===== config.mk =====
export PLATFORM = sky130hd
export DESIGN_NAME = snn_inference_ctrl
export DESIGN_NICKNAME = d
export VERILOG_FILES = /design/src/rtl/snn_inference_ctrl.sv
export SDC_FILE = /design/constraint.sdc
export NUM_CORES = 1
export LEC_CHECK = 0
export CELL_PAD_IN_SITES_DETAIL_PLACEMENT = 0
export CELL_PAD_IN_SITES_GLOBAL_PLACEMENT = 1
export CORE_MARGIN = 2
export CORE_UTILIZATION = 26
export DETAILED_ROUTE_END_ITERATION = 10
export PLACE_DENSITY_LB_ADDON = 0.1
export SYNTH_ARGS = -nofsm -noshare
export SYNTH_HDL_FRONTEND = slang
export SYNTH_SLANG_ARGS = --single-unit

===== constraint.sdc =====
create_clock -name ACLK -period 1.4 [get_ports ACLK]
set_input_delay 0.21 -clock ACLK [delete_from_list [all_inputs] [get_ports ACLK]]
set_output_delay 0.21 -clock ACLK [all_outputs]
set_load 0.02 [all_outputs]

===== src/rtl/snn_inference_ctrl.sv =====
// snn_inference_ctrl
//
// Inference sequencer between the AXI4-Lite register file and the SNN core.
// A NEW_IMAGE level from the host starts one inference. The stored image is
// streamed pixel by pixel into the core over a valid/ready handshake, the
// core is kicked with a one-cycle start pulse, and the block then waits for
// the core's done pulse. The inferred digit is latched and the ready status
// is raised for the host to poll.
//
// Optional feature (compile-time macro SNN_CTRL_TIMEOUT_EN):
//   When defined, a RUN-cycle counter aborts an inference that runs longer
//   than TIMEOUT_CYCLES. The result is then 8'hFF and TIMEOUT is set.
//   When undefined, no counter is built, TIMEOUT is tied low and RUN waits
//   indefinitely for CORE_DONE.
//
// Parameters:
//   IMAGE_SIZE      pixels per image
//   PIXEL_BITS      bits per pixel
//   TIMEOUT_CYCLES  maximum RUN cycles before abort (timeout build only)
//
// Ports:
//   ACLK              clock
//   ARESETN           synchronous active-low reset
//   NEW_IMAGE         register-file flag: image loaded, start inference
//   PIXEL_ADDR        pixel index into the register-file image array
//   IMAGE_PIXEL       pixel at PIXEL_ADDR (combinational read)
//   CORE_PIXEL_VALID  pixel stream valid
//   CORE_PIXEL_DATA   pixel stream data (pass-through of IMAGE_PIXEL)
//   CORE_PIXEL_READY  core accepts pixel
//   CORE_START        one-cycle start pulse to the core
//   CORE_DONE         core inference complete (one-cycle pulse)
//   CORE_DIGIT        core result, valid with CORE_DONE
//   COPROCESSOR_RDY   idle or result available
//   INFERED_DIGIT     latched result
//   TIMEOUT           last inference aborted by timeout

module snn_inference_ctrl #(
  parameter int IMAGE_SIZE     = 256,
  parameter int PIXEL_BITS     = 8,
  parameter int TIMEOUT_CYCLES = 65535
) (
  input  logic                          ACLK,
  input  logic                          ARESETN,
  input  logic                          NEW_IMAGE,
  output logic [$clog2(IMAGE_SIZE)-1:0] PIXEL_ADDR,
  input  logic [PIXEL_BITS-1:0]         IMAGE_PIXEL,
  output logic                          CORE_PIXEL_VALID,
  output logic [PIXEL_BITS-1:0]         CORE_PIXEL_DATA,
  input  logic                          CORE_PIXEL_READY,
  output logic                          CORE_START,
  input  logic                          CORE_DONE,
  input  logic [7:0]                    CORE_DIGIT,
  output logic                          COPROCESSOR_RDY,
  output logic [7:0]                    INFERED_DIGIT,
  output logic                          TIMEOUT
);

  localparam int AW = $clog2(IMAGE_SIZE);
  localparam logic [AW-1:0] LAST_ADDR = AW'(IMAGE_SIZE - 1);

  typedef enum logic [2:0] {
    IDLE,
    LOAD,
    START,
    RUN,
    DONE
  } state_t;

  state_t state, state_next;

  logic transfer;
  logic run_done;
  logic expire;

  assign transfer = CORE_PIXEL_VALID && CORE_PIXEL_READY;
  // CORE_DONE only counts while RUN; stray pulses elsewhere are dropped.
  assign run_done = (state == RUN) && CORE_DONE;

  assign CORE_PIXEL_DATA = IMAGE_PIXEL;

`ifdef SNN_CTRL_TIMEOUT_EN
  localparam int CW = $clog2(TIMEOUT_CYCLES + 1);
  localparam logic [CW-1:0] RUN_LAST = CW'(TIMEOUT_CYCLES - 1);

  logic [CW-1:0] run_cnt;
  logic          timeout_q;

  // Held at zero outside RUN, so it is already clear on RUN entry.
  always_ff @(posedge ACLK) begin
    if (!ARESETN) begin
      run_cnt <= '0;
    end else if (state != RUN) begin
      run_cnt <= '0;
    end else if (!CORE_DONE) begin
      run_cnt <= run_cnt + 1'b1;
    end
  end

  // A done arriving in the expiry cycle takes priority over the abort.
  assign expire = (state == RUN) && !CORE_DONE && (run_cnt == RUN_LAST);

  always_ff @(posedge ACLK) begin
    if (!ARESETN) begin
      timeout_q <= 1'b0;
    end else if ((state == IDLE) && NEW_IMAGE) begin
      timeout_q <= 1'b0;
    end else if (expire) begin
      timeout_q <= 1'b1;
    end
  end

  assign TIMEOUT = timeout_q;
`else
  assign expire  = 1'b0;
  assign TIMEOUT = 1'b0;
`endif

  // Next-state logic. DONE waits for NEW_IMAGE to drop so that a level
  // left high by the host triggers exactly one inference.
  always_comb begin
    state_next = state;
    unique case (state)
      IDLE:    if (NEW_IMAGE) state_next = LOAD;
      LOAD:    if (transfer && (PIXEL_ADDR == LAST_ADDR)) state_next = START;
      START:   state_next = RUN;
      RUN:     if (run_done || expire) state_next = DONE;
      DONE:    if (!NEW_IMAGE) state_next = IDLE;
      default: state_next = IDLE;
    endcase
  end

  // State register. The handshake/status outputs are decoded from the next
  // state so they are registered yet line up with the state they describe.
  always_ff @(posedge ACLK) begin
    if (!ARESETN) begin
      state            <= IDLE;
      CORE_PIXEL_VALID <= 1'b0;
      CORE_START       <= 1'b0;
      COPROCESSOR_RDY  <= 1'b1;
    end else begin
      state            <= state_next;
      CORE_PIXEL_VALID <= (state_next == LOAD);
      CORE_START       <= (state_next == START);
      COPROCESSOR_RDY  <= (state_next == IDLE) || (state_next == DONE);
    end
  end

  // Pixel address saturates at the last pixel; it is cleared when the next
  // inference is accepted rather than wrapping.
  always_ff @(posedge ACLK) begin
    if (!ARESETN) begin
      PIXEL_ADDR    <= '0;
      INFERED_DIGIT <= 8'h00;
    end else begin
      if ((state == IDLE) && NEW_IMAGE) begin
        PIXEL_ADDR <= '0;
      end else if (transfer && (PIXEL_ADDR != LAST_ADDR)) begin
        PIXEL_ADDR <= PIXEL_ADDR + 1'b1;
      end

      if (run_done) begin
        INFERED_DIGIT <= CORE_DIGIT;
      end else if (expire) begin
        INFERED_DIGIT <= 8'hFF;
      end
    end
  end

endmodule


==> results.yml, run 1 <==
logic_synthesis:
  synth_top_area_cell: "dfxtp_1"
  syn_area_um2: 1040
  seq_area_frac_synth_pct: 42.3
  synth_cell_types: 33
  synth_cells: 118
  synth_warnings: 0
  synth_seq_cells: 22
  synth_top_area_share_pct: 42.3
  syn_avg_cell_area_um2: 8.83
  ys_top_cells_by_area: "dfxtp_1 (42%), nand2_1 (7.9%), a21boi_0 (6.5%), buf_4 (6.5%), xnor2_1 (5.0%)"
  synthesis.nets: 140
global_route:
  grt_max_degree: 13
  overflow: 0
  grt_pass1_vias: 937
  grtUsageTotal_pct: 11.8
  grt_pass1_wl_um: 4080
  grt_antenna_before_repair: 0
timing:
  finalCritPeriodShare_pct: 95.0
  layout_setup_ws_ns: 0.0697
  rsz0062_at_grt: "true"
  skew_ns: 0.00256
  finalMaxSlewViolations: 0
  hold_viol_final: 0
  setup_viol: 0
  fmax_mhz: 752
  fin_crit_ns: 1.33
worst_setup_path:
  critPathMaxFanout: 6
  slowest_stage: "dfxtp_2"
  cp-start-kind: "flip-flop"
  crit_type: "reg2reg"
  crit_family: "simple AND/OR/NAND/NOR gates"
  reg2reg_slack_ns: 0.07
  cp.arrival_ns: 1.49
  critical_path_required_ns: 1.56
  cp-end-kind: "flip-flop"
  critPathMaxStageDelay_ns: 0.33
  critPathBufInv: 1
  path_cells: "and4_2 -> buf_4 -> a211oi_2 -> xnor2_1 -> nor2_1"
pwr:
  p_sw_uw: 270
  cellPowerDensity_nw_per_um2: 792
  comb_power_share_pct: 10.3
  p_int_uw: 959
  p_leak_uw: 0.000651
  finalPower_uw: 1230
  p_seq_share_pct: 52.3
  ir_worst_vdd_v: 0.000221
  clock_power_share_pct: 37.4
  switching_share_pct: 22.0
die:
  die_area_um2: 4530
  die_y_um: 67.3
  die_w_um: 67.3
  coreArea_um2: 3910
  initial_core_util_pct: 26.6
  num_rows: 23
  ios: 49
cts:
  root_buffer: "clkbuf_8"
  clock-sinks: 22
  tritoncts: "yes"
  postCtsSetupRepairBufs: 0
  numCtsBuffers: 3
  hold_buffers: 0
  clkTransAtPathRegs_ns: 0.08
  cts_buffer_depth: 2
  clock_latency_ns: 0.26
  htreeDepth: 1
outcome:
  status: "finished clean"
detailed_routing:
  remaining_drc_errors: 0
  detail_route.wl_per_cell_um: 11.3
  ant_nets: 0
  first_iter_violations: 50
  viasPerCell: 4.36
  dr.pass1.iters: 4
  wl_um: 2370
  vias: 912
job:
  drv_cap: 0
cells_and_area:
  drive_above_1_share_pct: 26.4
  multi_input_area_um2: 537
  antennaDiodeCount: 0
  nNetsFinal: 182
  ff_latch_area_um2: 445
  stdcell_area_um2: 1550
  fillCellCount: 421
  syn2layout_area_growth_pct: 48.9
placement:
  io_buffers: 31
  dp_slack_ns: -0.164
  dp_hpwl_um: 1830
  dpl-instance-area_um2: 1480
  gp_congestion: 0.715
min_path:
  hold_class: "in2out"
==> layout make-up <==
cell class | count | share of cell area, %
clock buffers | 4 | 3.55
repair buffers | 51 | 28.6
multi-input cells | 80 | 34.6
well taps | 50 | 4.03
inverters | 2 | 0.484
flip-flops and latches | 22 | 28.7
==> cells in the final DEF, fill, tap and decap left out, types with 3 or more instances in the layout <==
master,instances
dlygate4sd2_1,17
a21oi_1,3
buf_4,20
a21boi_0,9
clkbuf_8,4
nor2_1,6
xnor2_1,6
dfxtp_2,4
nand3_1,3
clkdlybuf4s50_1,12
nand2_1,22
dfxtp_1,18
==> synth_stat cells (all sizes together) <==
cell type  count
nand2         22
o21ai          2
nand4          2
a21bo          1
a2111oi        1
nor2b          2
a21boi        10
xnor2          6
dfxtp         22
and4           1
buf           13
mux2i          1
nand3          4
conb           1
inv            2
and2           1
nor2           7
a21oi          5
and3           2
ha             1
nor3b          2
nor3           1
nand2b         1
o211a          1
a211oi         4
nor4           1
nor4bb         1
clkbuf         1
==> power groups by stage <==
stage | clock, uW | combinational [uW] | sequential, uW
finish | 460 | 126 | 643
global route | 520 | 138 | 645
CTS | 493 | 125 | 643
detailed placement | 0 | 127 | 658
global placement | 0 | 128 | 657
floorplan | 0 | 79.7 | 661
==> cells by family (layout without fill, tap and decap cells) <==
group                    count (synthesis)  count (layout)  share of synthesized area [%]
AO/OA/AOI/OAI                           24              24                           18.4
AND/OR/NAND/NOR                         47              47                           21.7
other                                    1               1                          0.360
XOR/XNOR                                 6               6                           5.04
adder cells (fa/ha/maj)                  1               1                           1.20
buffers and inverters                   16              57                           10.1
multiplexers                             1               1                          0.960
flip-flops                              22              22                           42.3
==> layer usage <==
metal	vias to the layer above	part of all wire (%)	track usage [%]
met1	417	43	13.6
met2	20	51	19.9
met3	2	5.5	3.67
li1	473	-	-
met5	-	0	0
met4	0	0.93	5.36
==> path summary, 6_finish.rpt <==
path | startpoint | to | cells past startpoint
hold / removal | IMAGE_PIXEL[0] | CORE_PIXEL_DATA[0] | 0
setup / recovery | PIXEL_ADDR[6] | PIXEL_ADDR[3] | 5
setup reg to reg | PIXEL_ADDR[6] | PIXEL_ADDR[3] | 5
hold reg to reg | INFERED_DIGIT[3] | INFERED_DIGIT[3] | 2
==> through the flow <==
step | hold WS, ns | instances | util, % | TNS [ns]
after floorplan | 0.355 | 118 | - | -0.0948
after global placement | 0.420 | 205 | 37.8 | -0.925
after detailed placement | 0.420 | 205 | 37.8 | -0.968
after CTS | 0.420 | 209 | 38.7 | 0
after global routing | 0.420 | 209 | 39.6 | -0.0150
final | 0.420 | 209 | 39.6 | 0
==> registers in the layout, summed over array words and instances (netlist names) <==
| signal | flops |
|---|---|
| COPROCESSOR_RDY | 1 |
| PIXEL_ADDR | 8 |
| CORE_PIXEL_VALID | 1 |
| INFERED_DIGIT | 8 |
| state | 3 |
| CORE_START | 1 |
==> timing repair <==
item,4_1_cts,5_1_grt
setup endpoints to repair,18,16
pin swaps,0,0
resized for setup,18,11
cloned,0,0
hold endpoints to repair,0,0
(Power assumes the default switching activity.)
==> inputs of run 2 (changes only) <==
SETUP_SLACK_MARGIN = 0.02   (was not set)
==> results.yml, run 2 (same netlist as run 1, synthesis figures left out) <==
timing:
  finalCritPeriodShare_pct: 96.3
  setup_viol: 0
  hold_viol_final: 0
  skew_ns: 0.00582
  rsz0062_at_grt: "true"
  finalMaxSlewViolations: 0
  fin_crit_ns: 1.35
  fmax_mhz: 742
cells_and_area:
  fillCellCount: 425
  drive_above_1_share_pct: 28.5
  syn2layout_area_growth_pct: 53.2
  stdcell_area_um2: 1600
  largest_registers: "INFERED_DIGIT x8, PIXEL_ADDR x8, state x3"
  antennaDiodeCount: 0
  fin_util_pct: 40.8
  final_cell_mix: "nand2_1 (22), dlygate4sd2_1 (19), dfxtp_1 (16), buf_4 (16), clkdlybuf4s50_1 (12)"
  nNetsFinal: 181
  final_common_cell: "nand2_1"
worst_setup_path:
  reg2reg_slack_ns: 0.05
  crit_type: "reg2reg"
  critPathMaxFanout: 4
  cp-start-kind: "flip-flop"
  cp-end-kind: "flip-flop"
  reg2reg_from: "PIXEL_ADDR[0]"
  reg2reg_to: "PIXEL_ADDR[1]"
  critical_path_required_ns: 1.56
  rr_worst_depth: 6
  cp.arrival_ns: 1.51
cts:
  htreeDepth: 1
  clock-sinks: 22
  tritoncts: "yes"
  root_buffer: "clkbuf_8"
  hold_buffers: 0
  postCtsSetupRepairBufs: 0
  cts_buffer_depth: 2
  clkTransAtPathRegs_ns: 0.08
  clock_latency_ns: 0.26
  numCtsBuffers: 3
die:
  die_area_um2: 4530
  initial_core_util_pct: 26.6
  die_w_um: 67.3
  ios: 49
  num_rows: 23
  die_y_um: 67.3
  coreArea_um2: 3910
global_route:
  grt_pass1_vias: 923
  grtUsageTotal_pct: 11.9
  overflow: 0
  grt_max_degree: 13
  grt_pass1_wl_um: 4110
  grt_antenna_before_repair: 0
min_path:
  worstHoldStart: "IMAGE_PIXEL[4]"
  hold_depth: 0
  hold_class: "in2out"
  min_to: "CORE_PIXEL_DATA[4]"
placement:
  dp_hpwl_um: 1940
  gp_congestion: 0.751
  io_buffers: 31
  dpl-instance-area_um2: 1520
detailed_routing:
  detail_route.wl_per_cell_um: 11.7
  viasPerCell: 4.34
  vias: 903
  dr.pass1.iters: 4
  wl_um: 2430
  ant_nets: 0
  first_iter_violations: 20
  remaining_drc_errors: 0
pwr:
  ir_worst_vdd_v: 0.000353
  p_leak_uw: 0.000644
  cellPowerDensity_nw_per_um2: 766
outcome:
  status: "finished clean"
job:
  drv_cap: 0
==> run 2: metal layers <==
metal / vias to the layer above / part of all wire, % / global-route usage (%)
li1: 470 / - / -
met1: 409 / 49 / 15.2
met2: 16 / 45 / 19.2
met3: 8 / 4.5 / 3.00
met4: 0 / 1.5 / 4.59
met5: - / 0 / 0
==> run 2: how the worst max path moves through the flow <==
| stage | startpoint | to | slack (ns) | cells past startpoint |
|---|---|---|---|---|
| global placement | NEW_IMAGE | PIXEL_ADDR[1] | -0.14 | 6 |
| CTS | state[1] | INFERED_DIGIT[6] | 0.02 | 4 |
| detailed placement | NEW_IMAGE | PIXEL_ADDR[1] | -0.16 | 6 |
| finish | PIXEL_ADDR[0] | PIXEL_ADDR[1] | 0.05 | 6 |
| global route | state[1] | INFERED_DIGIT[1] | -0.01 | 5 |
| floorplan | PIXEL_ADDR[0] | PIXEL_ADDR[1] | 0.02 | 6 |
==> run 2: layout make-up <==
class,instances,area [um^2],share of cell area (%)
well taps,50,62.6,3.92
inverters,2,7.51,0.470
clock buffers,4,55.1,3.45
flip-flops and latches,22,450,28.2
multi-input cells,80,572,35.8
repair buffers,50,449,28.1
==> run 2: power breakdown <==
part / switching (uW) / total, uW / leakage [uW] / internal (uW)
sequential: 9.73 / 643 / 0.000181 / 633
clock: 204 / 454 / 0.0000288 / 250
combinational: 51.8 / 125 / 0.000434 / 73.3
==> run 2: what timing repair did <==
| action | CTS | global route |
|---|---|---|
| gates resized for setup | 23 | 9 |
| pin swaps | 2 | 4 |
| setup endpoints to repair | 23 | 17 |
==> run 2: through the flow <==
| stage | power, uW | setup WS, ns | TNS, ns | std cells | hold WS (ns) |
|---|---|---|---|---|---|
| 2_1_floorplan | 742 | 0.0193 | 0 | 118 | 0.355 |
| 3_3_place_gp | 785 | -0.141 | -1.63 | 204 | 0.420 |
| 3_5_place_dp | 786 | -0.160 | -1.82 | 204 | 0.420 |
| 4_1_cts | 1230 | 0.0151 | 0 | 208 | 0.420 |
| 5_1_grt | 1280 | -0.0142 | -0.0188 | 208 | 0.420 |
| 6_report | 1220 | 0.0517 | 0 | 208 | 0.420 |
==> run 2: worst max-delay path, cell delays in order, from the launching register on <==
cell and delay, ns:
dfxtp_4 0.36, ha_4 0.17, and3_4 0.19, buf_6 0.13, a21oi_4 0.16, mux2i_1 0.19
nor2_1 0.05
==> inputs of run 3 (changes only) <==
CORE_UTILIZATION = 31   (was 26)
clock period = 1.7 ns   (was 1.4 ns; I/O delays follow)
==> results.yml, run 3 (same netlist as run 1, synthesis figures left out) <==
outcome:
  status: "finished clean"
placement:
  gp_congestion: 0.790
  io_buffers: 31
  dp_hpwl_um: 1680
timing:
  hold_viol_final: 0
  finalCritPeriodShare_pct: 93.5
  skew_ns: 0.0134
  fmax_mhz: 629
  holdWs_ns: 0.472
  fin_crit_ns: 1.59
  rsz0062_at_grt: "false"
  setup_viol: 0
  finalMaxSlewViolations: 0
  setup_tns_ns: 0
global_route:
  use_met2_pct: 22.2
  grt_pass1_wl_um: 3610
  grt-busiest-layer: "met2"
  grt_pass1_vias: 827
  grt_max_degree: 14
  met3_usage_pct: 4.76
  overflow: 0
  grt_antenna_before_repair: 0
  gr-usage-met1_pct: 14.2
  grtUsageTotal_pct: 13.0
die:
  initial_core_util_pct: 31.7
  coreArea_um2: 3280
  die_y_um: 62.0
  die_w_um: 62.0
  ios: 49
  die_area_um2: 3840
  num_rows: 21
detailed_routing:
  remaining_drc_errors: 0
  detail_route.wl_per_cell_um: 11.8
  ant_nets: 0
  first_iter_violations: 34
  wl_um: 2240
  viasPerCell: 4.57
  vias: 868
  dr.pass1.iters: 4
worst_setup_path:
  crit_type: "reg2out"
  path_cells: "clkdlybuf4s50_1"
  cp.arrival_ns: 1.33
  critPathBufInv: 1
  cp-end-kind: "output port"
  reg2reg_from: "PIXEL_ADDR[1]"
  reg2reg_slack_ns: 0.20
  critPathMaxFanout: 4
  critical_path_required_ns: 1.44
  slowest_stage: "clkdlybuf4s50_1"
  cp-start-kind: "flip-flop"
  crit_family: "buffers and inverters"
  critPathMaxStageDelay_ns: 0.63
  reg2reg_to: "CORE_PIXEL_VALID"
  rr_worst_depth: 5
cells_and_area:
  largest_registers: "INFERED_DIGIT x8, PIXEL_ADDR x8, state x3"
  antennaDiodeCount: 0
  final_common_cell: "clkdlybuf4s50_1"
  fin_util_pct: 43.2
  nNetsFinal: 167
  syn2layout_area_growth_pct: 36.3
  final_cell_mix: "clkdlybuf4s50_1 (25), dfxtp_1 (22), nand2_1 (22)"
  drive_above_1_share_pct: 9.72
cts:
  hold_buffers: 0
  clock_latency_ns: 0.31
  htreeDepth: 1
  clock-sinks: 22
  postCtsSetupRepairBufs: 0
  root_buffer: "clkbuf_4"
  tritoncts: "yes"
  numCtsBuffers: 3
  cts_buffer_depth: 2
  clkTransAtPathRegs_ns: 0.14
pwr:
  p_int_uw: 813
  clock_power_share_pct: 39.4
  p_seq_share_pct: 51.8
  ir_worst_vdd_v: 0.000315
  p_sw_uw: 210
  finalPower_uw: 1020
  comb_power_share_pct: 8.9
  switching_share_pct: 20.5
  p_leak_uw: 0.000582
  cellPowerDensity_nw_per_um2: 720
min_path:
  worstHoldStart: "INFERED_DIGIT[2]"
  hold_depth: 2
  min_to: "INFERED_DIGIT[2]"
  hold_class: "reg2reg"
job:
  drv_cap: 0
[run 3: cell count changes in the layout (fill, tap and decap cells not counted), moves of 3 or more]
cell	change
buf_4	-11
dlygate4sd2_1	-19
dfxtp_1	+6
clkbuf_4	+3
dfxtp_2	-5
clkbuf_8	-4
dlymetal6s2s_1	+6
clkdlybuf4s50_1	+13
[run 3: power by group through the flow]
stage               Clock, uW  Combinational [uW]  Sequential [uW]
detailed placement          0                91.5              541
global placement            0                91.0              541
floorplan                   0                65.1              544
CTS                       423                91.9              529
finish                    403                90.6              529
global route              446                98.6              531
[run 3: worst max-delay path by stage]
stage | slack, ns | startpoint | depth (start not counted) | end
6_report | 0.11 | PIXEL_ADDR[1] | 1 | PIXEL_ADDR[1]
5_1_grt | 0.03 | PIXEL_ADDR[1] | 1 | PIXEL_ADDR[1]
2_1_floorplan | 0.11 | PIXEL_ADDR[0] | 6 | PIXEL_ADDR[1]
3_3_place_gp | 0.1 | NEW_IMAGE | 6 | PIXEL_ADDR[4]
3_5_place_dp | 0.09 | CORE_DONE | 5 | CORE_PIXEL_VALID
4_1_cts | 0.03 | PIXEL_ADDR[0] | 2 | PIXEL_ADDR[0]
[run 3: cell type report]
| class | count | area, um^2 |
|---|---|---|
| clock buffers | 3 | 22.5 |
| repair buffers | 36 | 363 |
| multi-input cells | 80 | 499 |
| clock inverters | 1 | 30.0 |
| flip-flops and latches | 22 | 440 |
| inverters | 2 | 7.51 |
| well taps | 46 | 57.6 |
| fillers | 356 | 1860 |
[run 3: worst min-delay path, delay by kind of cell, from the launching register on]
family / cells / cell delay, ns
AND/OR/NAND/NOR: 1 / 0.05
flip-flops: 1 / 0.33
AO/OA/AOI/OAI: 1 / 0.06
[run 3: timing repair]
action                                  CTS  global route
endpoints found under the setup margin    0             7
gates resized for setup                   0             7
endpoints found under the hold margin     0             0
[run 3: metal layers]
metal	routed length, um	part of all wire (%)
met3	183	8.2
met1	972	43
met5	0	0
met2	1060	47
met4	19	0.85
[run 3: through the flow]
step                std cells  instance area, um^2  setup WS (ns)
global placement          186                 1350         0.0999
finish                    190                 1420          0.111
CTS                       190                 1400         0.0251
global route              190                 1420         0.0348
detailed placement        186                 1350         0.0875
floorplan                 118                 1040          0.114
